### config.mk
export PLATFORM = sky130hd
export DESIGN_NAME = clock_time_setter
export DESIGN_NICKNAME = d
export VERILOG_FILES = /design/src/rtl/clock_pkg.sv /design/src/rtl/clock_time_setter_bcd_pair_inc.sv /design/src/rtl/clock_time_setter.sv
export SDC_FILE = /design/constraint.sdc
export NUM_CORES = 1
export LEC_CHECK = 0
export ABC_AREA = 1
export CORE_MARGIN = 4
export CORE_UTILIZATION = 55
export CTS_CLUSTER_DIAMETER = 150
export DETAILED_ROUTE_END_ITERATION = 10
export MAX_ROUTING_LAYER = met4
export PLACE_DENSITY = 0.82
export SYNTH_ARGS = -nofsm -noshare
export SYNTH_HDL_FRONTEND = slang
export SYNTH_HIERARCHICAL = 1
export SYNTH_SLANG_ARGS = --single-unit
### constraint.sdc
create_clock -name clk -period 3.2 [get_ports clk]
set_input_delay 0.64 -clock clk [delete_from_list [all_inputs] [get_ports clk]]
set_output_delay 0.64 -clock clk [all_outputs]
set_load 0.02 [all_outputs]
### src/rtl/clock_pkg.sv
// Shared types and limits for the clock time-set path.
// Pure declarations: no logic, no latency.
package clock_pkg;

  localparam int DIGIT_W = 4;

  localparam int HR_MAX_MS  = 2;
  localparam int HR_MAX_LS  = 3;
  localparam int MIN_MAX_MS = 5;
  localparam int MIN_MAX_LS = 9;

  typedef logic [DIGIT_W-1:0] digit_t;

  typedef enum logic [1:0] {
    IDLE     = 2'd0,
    EDIT_HR  = 2'd1,
    EDIT_MIN = 2'd2,
    COMMIT   = 2'd3
  } state_t;

endpackage

### src/rtl/clock_time_setter_bcd_pair_inc.sv
// Two-digit BCD incrementer wrapping to 00 past MAX_MS:MAX_LS.
// Combinational, zero latency; out-of-range input also wraps to 00.
module bcd_pair_inc
  import clock_pkg::*;
#(
  parameter int MAX_MS = 5,
  parameter int MAX_LS = 9
) (
  input  logic [DIGIT_W-1:0] cur_ms,
  input  logic [DIGIT_W-1:0] cur_ls,
  output logic [DIGIT_W-1:0] nxt_ms,
  output logic [DIGIT_W-1:0] nxt_ls
);

  localparam logic [7:0] MAX_VAL = 8'(MAX_MS * 10 + MAX_LS);

  logic [7:0] val;
  logic       bad_digit;
  logic       wrap;

  always_comb begin
    val       = 8'(cur_ms) * 8'd10 + 8'(cur_ls);
    bad_digit = (cur_ms > 4'd9) || (cur_ls > 4'd9);
    // The top value and anything beyond it (captured garbage) both land on 00.
    wrap      = bad_digit || (val >= MAX_VAL);
    nxt_ms    = cur_ms;
    nxt_ls    = cur_ls;
    if (wrap) begin
      nxt_ms = '0;
      nxt_ls = '0;
    end else if (cur_ls == 4'd9) begin
      nxt_ms = cur_ms + 4'd1;
      nxt_ls = '0;
    end else begin
      nxt_ls = cur_ls + 4'd1;
    end
  end

endmodule

### src/rtl/clock_time_setter.sv
// Operator time-set FSM: capture, edit hours then minutes, load back.
// Edits visible one cycle after a button pulse; idle edits abandon after TIMEOUT cycles.
module clock_time_setter
  import clock_pkg::*;
#(
  parameter int TIMEOUT    = 30,
  parameter int BLINK_HALF = 1
) (
  input  logic               clk,
  input  logic               reset,
  input  logic               set_btn,
  input  logic               inc_btn,
  input  logic [DIGIT_W-1:0] cur_ms_hr,
  input  logic [DIGIT_W-1:0] cur_ls_hr,
  input  logic [DIGIT_W-1:0] cur_ms_min,
  input  logic [DIGIT_W-1:0] cur_ls_min,
  output logic [DIGIT_W-1:0] set_ms_hr,
  output logic [DIGIT_W-1:0] set_ls_hr,
  output logic [DIGIT_W-1:0] set_ms_min,
  output logic [DIGIT_W-1:0] set_ls_min,
  output logic               load,
  output logic               hold,
  output logic               blink_hr,
  output logic               blink_min
);

  localparam int TW = $clog2(TIMEOUT + 1);
  localparam int BW = (BLINK_HALF > 1) ? $clog2(BLINK_HALF + 1) : 1;

  state_t          state;
  state_t          state_nxt;
  logic            editing;
  logic            any_btn;
  logic            timeout_hit;
  logic [TW-1:0]   tmo_cnt;
  logic [BW-1:0]   blink_cnt;
  logic            phase;
  logic [DIGIT_W-1:0] hr_ms_inc, hr_ls_inc, min_ms_inc, min_ls_inc;

  bcd_pair_inc #(.MAX_MS(HR_MAX_MS), .MAX_LS(HR_MAX_LS)) u_hr_inc (
    .cur_ms (set_ms_hr),
    .cur_ls (set_ls_hr),
    .nxt_ms (hr_ms_inc),
    .nxt_ls (hr_ls_inc)
  );

  bcd_pair_inc #(.MAX_MS(MIN_MAX_MS), .MAX_LS(MIN_MAX_LS)) u_min_inc (
    .cur_ms (set_ms_min),
    .cur_ls (set_ls_min),
    .nxt_ms (min_ms_inc),
    .nxt_ls (min_ls_inc)
  );

  assign editing     = (state == EDIT_HR) || (state == EDIT_MIN);
  assign any_btn     = set_btn || inc_btn;
  assign timeout_hit = editing && !any_btn && (tmo_cnt == TW'(TIMEOUT - 1));

  always_ff @(posedge clk) begin
    if (reset) state <= IDLE;
    else       state <= state_nxt;
  end

  always_comb begin
    state_nxt = state;
    case (state)
      IDLE:     if (set_btn) state_nxt = EDIT_HR;
      EDIT_HR:  if (set_btn) state_nxt = EDIT_MIN;
                else if (timeout_hit) state_nxt = IDLE;
      EDIT_MIN: if (set_btn) state_nxt = COMMIT;
                else if (timeout_hit) state_nxt = IDLE;
      COMMIT:   state_nxt = IDLE;
      default:  state_nxt = IDLE;
    endcase
  end

  always_comb begin
    hold      = (state != IDLE);
    load      = (state == COMMIT);
    blink_hr  = (state == EDIT_HR) && phase;
    blink_min = (state == EDIT_MIN) && phase;
  end

  // Any button keeps the edit alive; leaving the edit states parks the count at 0.
  always_ff @(posedge clk) begin
    if (reset || !editing || any_btn || timeout_hit) tmo_cnt <= '0;
    else                                           tmo_cnt <= tmo_cnt + TW'(1);
  end

  // Phase restarts low on every state change so each field starts visible.
  always_ff @(posedge clk) begin
    if (reset || !editing || (state_nxt != state)) begin
      blink_cnt <= '0;
      phase     <= 1'b0;
    end else if (blink_cnt == BW'(BLINK_HALF - 1)) begin
      blink_cnt <= '0;
      phase     <= ~phase;
    end else begin
      blink_cnt <= blink_cnt + BW'(1);
    end
  end

  // set_btn has priority: an inc in the same cycle as set is dropped.
  always_ff @(posedge clk) begin
    if (reset) begin
      set_ms_hr  <= '0;
      set_ls_hr  <= '0;
      set_ms_min <= '0;
      set_ls_min <= '0;
    end else if (state == IDLE && set_btn) begin
      set_ms_hr  <= cur_ms_hr;
      set_ls_hr  <= cur_ls_hr;
      set_ms_min <= cur_ms_min;
      set_ls_min <= cur_ls_min;
    end else if (state == EDIT_HR && inc_btn && !set_btn) begin
      set_ms_hr <= hr_ms_inc;
      set_ls_hr <= hr_ls_inc;
    end else if (state == EDIT_MIN && inc_btn && !set_btn) begin
      set_ms_min <= min_ms_inc;
      set_ls_min <= min_ls_inc;
    end
  end

endmodule

==> flow_summary_export.csv <==
group,metric,value,unit
finish,most-common-layout-cells,"sky130_fd_sc_hd__nand2_1 (102), sky130_fd_sc_hd__inv_1 (50), sky130_fd_sc_hd__clkdlybuf4s50_1 (39)",
routing,final_ant_viol_nets,0,
cts,tritoncts,"yes",
cts,clkTransAtPathRegs,0.08,ns
global_route,global_route.usage.total,20.9,%
setup_path,r2r-start,"set_ms_min[1]$_SDFFE_PP0P_",
finish,antenna_cells_inserted,0,
die,core-area,4380,sq um
setup_path,critical_path.max_fanout,8,
setup_path,r2r_slack,0.57,ns
pwr,static-leakage-power,1.36,nW
synth,synth_ff_type,"sky130_fd_sc_hd__dfxtp_1",
setup_path,path_cells,"ha_1, ha_1, fa_1, nand2_1, nor2_1, nand2_1, nand3_2, nand2_2, nor2_2, nand2_4, nor2_2, nand2_1, a31oi_1",
routing,routed-via-count,2382,
timing,fin_crit_sh,82.2,%
cts,h-tree-depth,1,
cts,cts_inserted_buffers,3,
synth,synth_seq_area_share,20.0,%
timing,grt_setup_unrepaired,"no",
pwr,power-per-cell-area,409,nW/um^2
routing,pre_antenna_drt_iters,4,
synth,netlist-cell-type-count,39,
die,die_area,5690,sq um
timing,setup_viol,0,
setup_path,worstSetupStartpoint,"set_ms_min[1]$_SDFFE_PP0P_",
setup_path,critPathBufInv,0,
placed_design,hpwl,4.23,mm
global_route,largest_net_degree_at_the_start_of_global_routing,22,
min_path,worstHoldPathCells,1,
timing,timing.hold.ws,0.467,ns
die,die_height,75.5,microns
pwr,seq_power_share,34.4,%
global_route,number_of_global_route_vias_before_repair,2210,
timing,setup_total_negative_slack,0,ns
synth,postSynthNetCount,418,
placed_design,port_buffers,39,
min_path,holdCritStartpoint,"tmo_cnt[0]$_SDFF_PP0_",
global_route,grtUsageMet2,35.9,%
synth,number_of_storage_elements_in_the_synthesis_netlist,25,
die,initial_core_util,57.1,%
setup_path,crit_required,3.40,ns
synth,synth_enable_flop_cells,0,
finish,finalCoreUtilization,67.2,%
setup_path,max_stage_delay,0.57,ns
global_route,grt_antenna_before_repair,0,
job,maxCapViolations,0,
cts,clock_insertion_delay_worst_skew,0.27,ns
cts,max-clock-path-buffers,2,
global_route,groute.layer.met1.usage,26.6,%
setup_path,critical_path.reg2reg.endpoint,"set_ms_min[0]$_SDFFE_PP0P_",
cts,clockRootBuffer,"sky130_fd_sc_hd__clkbuf_8",
finish,final_layout_size_suffix_gt1_share,10.9,%
run_status,status,"complete, no violations",
finish,seqCellArea,500,sq um
finish,area.growth.synth_to_final,17.7,%
pwr,power_switching_share,43.3,%
pwr,power.share.clock,15.4,%
global_route,met3_usage,1.85,%
routing,drt_iter0_drc,119,
global_route,global_route_wire_length_before_repair,9.36,mm
setup_path,r2r.worst_path.cells,13,
setup_path,end_kind,"flip-flop",
setup_path,startpoint_type,"flip-flop",
synth,synthCells,368,
timing,post-route-min-period,2.63,ns
pwr,cell_internal_pwr,683,uW
global_route,busiest_metal_layer_after_global_routing,"met2",
routing,routed_wl,5.33,mm
placed_design,place.gp.congestion,0.845,
finish,layout.cells.most_common,"sky130_fd_sc_hd__nand2_1",
setup_path,critical_path.top_delay_family,"adder cells",
timing,max_freq,0.380,GHz
setup_path,critPathKind,"reg2reg",
pwr,combinationalPowerShare,50.2,%
global_route,globalRouteOverflowTotal,0,
min_path,min_delay_worst_endpoint,"tmo_cnt[0]$_SDFF_PP0_",
routing,vias_per_cell,5.21,
finish,instances_no_fill,457,
die,row_count,24,
cts,cts_hold_buffers,0,
finish,final_nets,456,
pwr,max-vdd-ir-drop,203,uV
placed_design,place.detailed.instances,453,
cts,post_cts_resized,0,
finish,multi_input_comb_area,1730,sq um
setup_path,worstPathArrival,2.83,ns
finish,postLayoutCellArea,2950,sq um
cts,buffer_count_from_post_cts_setup_fixing,0,
routing,drc,0,
synth,ys_async_rst_share,0,%
routing,wire_per_inst,11.7,microns
finish,fillerInstances,381,
synth,netlist_area,2500,sq um
die,ios,40,
timing,fin_skew,0.00612,ns
synth,postSynthAreaPerCell,6.80,sq um
setup_path,timing.critical_path.slowest_stage_cell,"sky130_fd_sc_hd__fa_1",
die,die_w,75.5,microns
min_path,min-delay-path-class,"reg2reg",
timing,report.final.slew_viol_count,0,
cts,clkSinkCount,25,
setup_path,cpMostUsedCell,"sky130_fd_sc_hd__nand2_1",
placed_design,postPlaceCellArea,2900,sq um
timing,report.final.hold_viol_count,0,
synth,yosysWarnings,6,
pwr,net_sw_power,522,uW
[through the flow]
| stage | setup WS [ns] | power, mW |
|---|---|---|
| 2_1_floorplan | 0.746 | 0.861 |
| 3_3_place_gp | 0.622 | 1.01 |
| 3_5_place_dp | 0.570 | 1.03 |
| 4_1_cts | 0.541 | 1.22 |
| 5_1_grt | 0.338 | 1.31 |
| 6_report | 0.571 | 1.21 |
[flip-flops by register name, indices dropped and copies added (netlist names)]
name and flops:
set_ms_hr 4, blink_cnt 1, set_ls_hr 4, set_ls_min 4, phase 1, set_ms_min 4, state 2, tmo_cnt 5
[cell families (layout without fill, tap and decap cells)]
kind of cell	count (synthesis)	after routing	share of synthesized area (%)
buffers and inverters	61	98	10.8
adder cells (fa/ha/maj)	30	30	16.2
other	1	1	0.150
AO/OA/AOI/OAI	48	48	12.9
flip-flops	25	25	20.0
AND/OR/NAND/NOR	197	197	37.9
XOR/XNOR	6	6	2.10
[routing by layer]
layer / wire length (microns) / vias to the layer above
met5: 0 / -
met4: 44 / 0
met3: 160 / 5
met2: 2610 / 40
met1: 2510 / 1070
li1: - / 1267
[layout make-up]
| type | count | share of cell area, % |
|---|---|---|
| Multi-Input combinational cell | 282 | 58.8 |
| Sequential cell | 25 | 17.0 |
| Timing Repair Buffer | 40 | 13.5 |
| Inverter | 54 | 6.97 |
| Tap cell | 52 | 2.21 |
| Clock buffer | 4 | 1.53 |
[worst max path at each step]
stage                                 end  cells after the start
6_report       set_ms_min[0]$_SDFFE_PP0P_                     13
5_1_grt         set_ls_hr[3]$_SDFFE_PP0P_                     12
4_1_cts        set_ms_min[0]$_SDFFE_PP0P_                     13
3_5_place_dp   set_ms_min[0]$_SDFFE_PP0P_                     13
3_3_place_gp   set_ms_min[1]$_SDFFE_PP0P_                     13
2_1_floorplan  set_ls_min[0]$_SDFFE_PP0P_                     13
[cell usage after synthesis (8+ instances only)]
cell	count	share of area, %
sky130_fd_sc_hd__a21oi_1	8	1.6
sky130_fd_sc_hd__a31oi_1	8	2.0
sky130_fd_sc_hd__dfxtp_1	25	20
sky130_fd_sc_hd__ha_1	26	13
sky130_fd_sc_hd__inv_1	50	7.5
sky130_fd_sc_hd__nand2_1	102	15
sky130_fd_sc_hd__nand2_2	8	2.0
sky130_fd_sc_hd__nand3_1	24	4.8
sky130_fd_sc_hd__nor2_1	25	3.8
sky130_fd_sc_hd__nor2_2	12	3.0
sky130_fd_sc_hd__o21ai_0	11	2.2
sky130_fd_sc_hd__o21bai_1	9	2.7
[power groups by stage]
| stage | Combinational, mW | Clock, mW | Sequential [mW] |
|---|---|---|---|
| detailed placement | 0.606 | 0 | 0.422 |
| finish | 0.605 | 0.185 | 0.415 |
| global route | 0.687 | 0.202 | 0.423 |
| CTS | 0.609 | 0.192 | 0.415 |
| global placement | 0.591 | 0 | 0.421 |
| floorplan | 0.422 | 0 | 0.439 |
(Power assumes the default switching activity.)
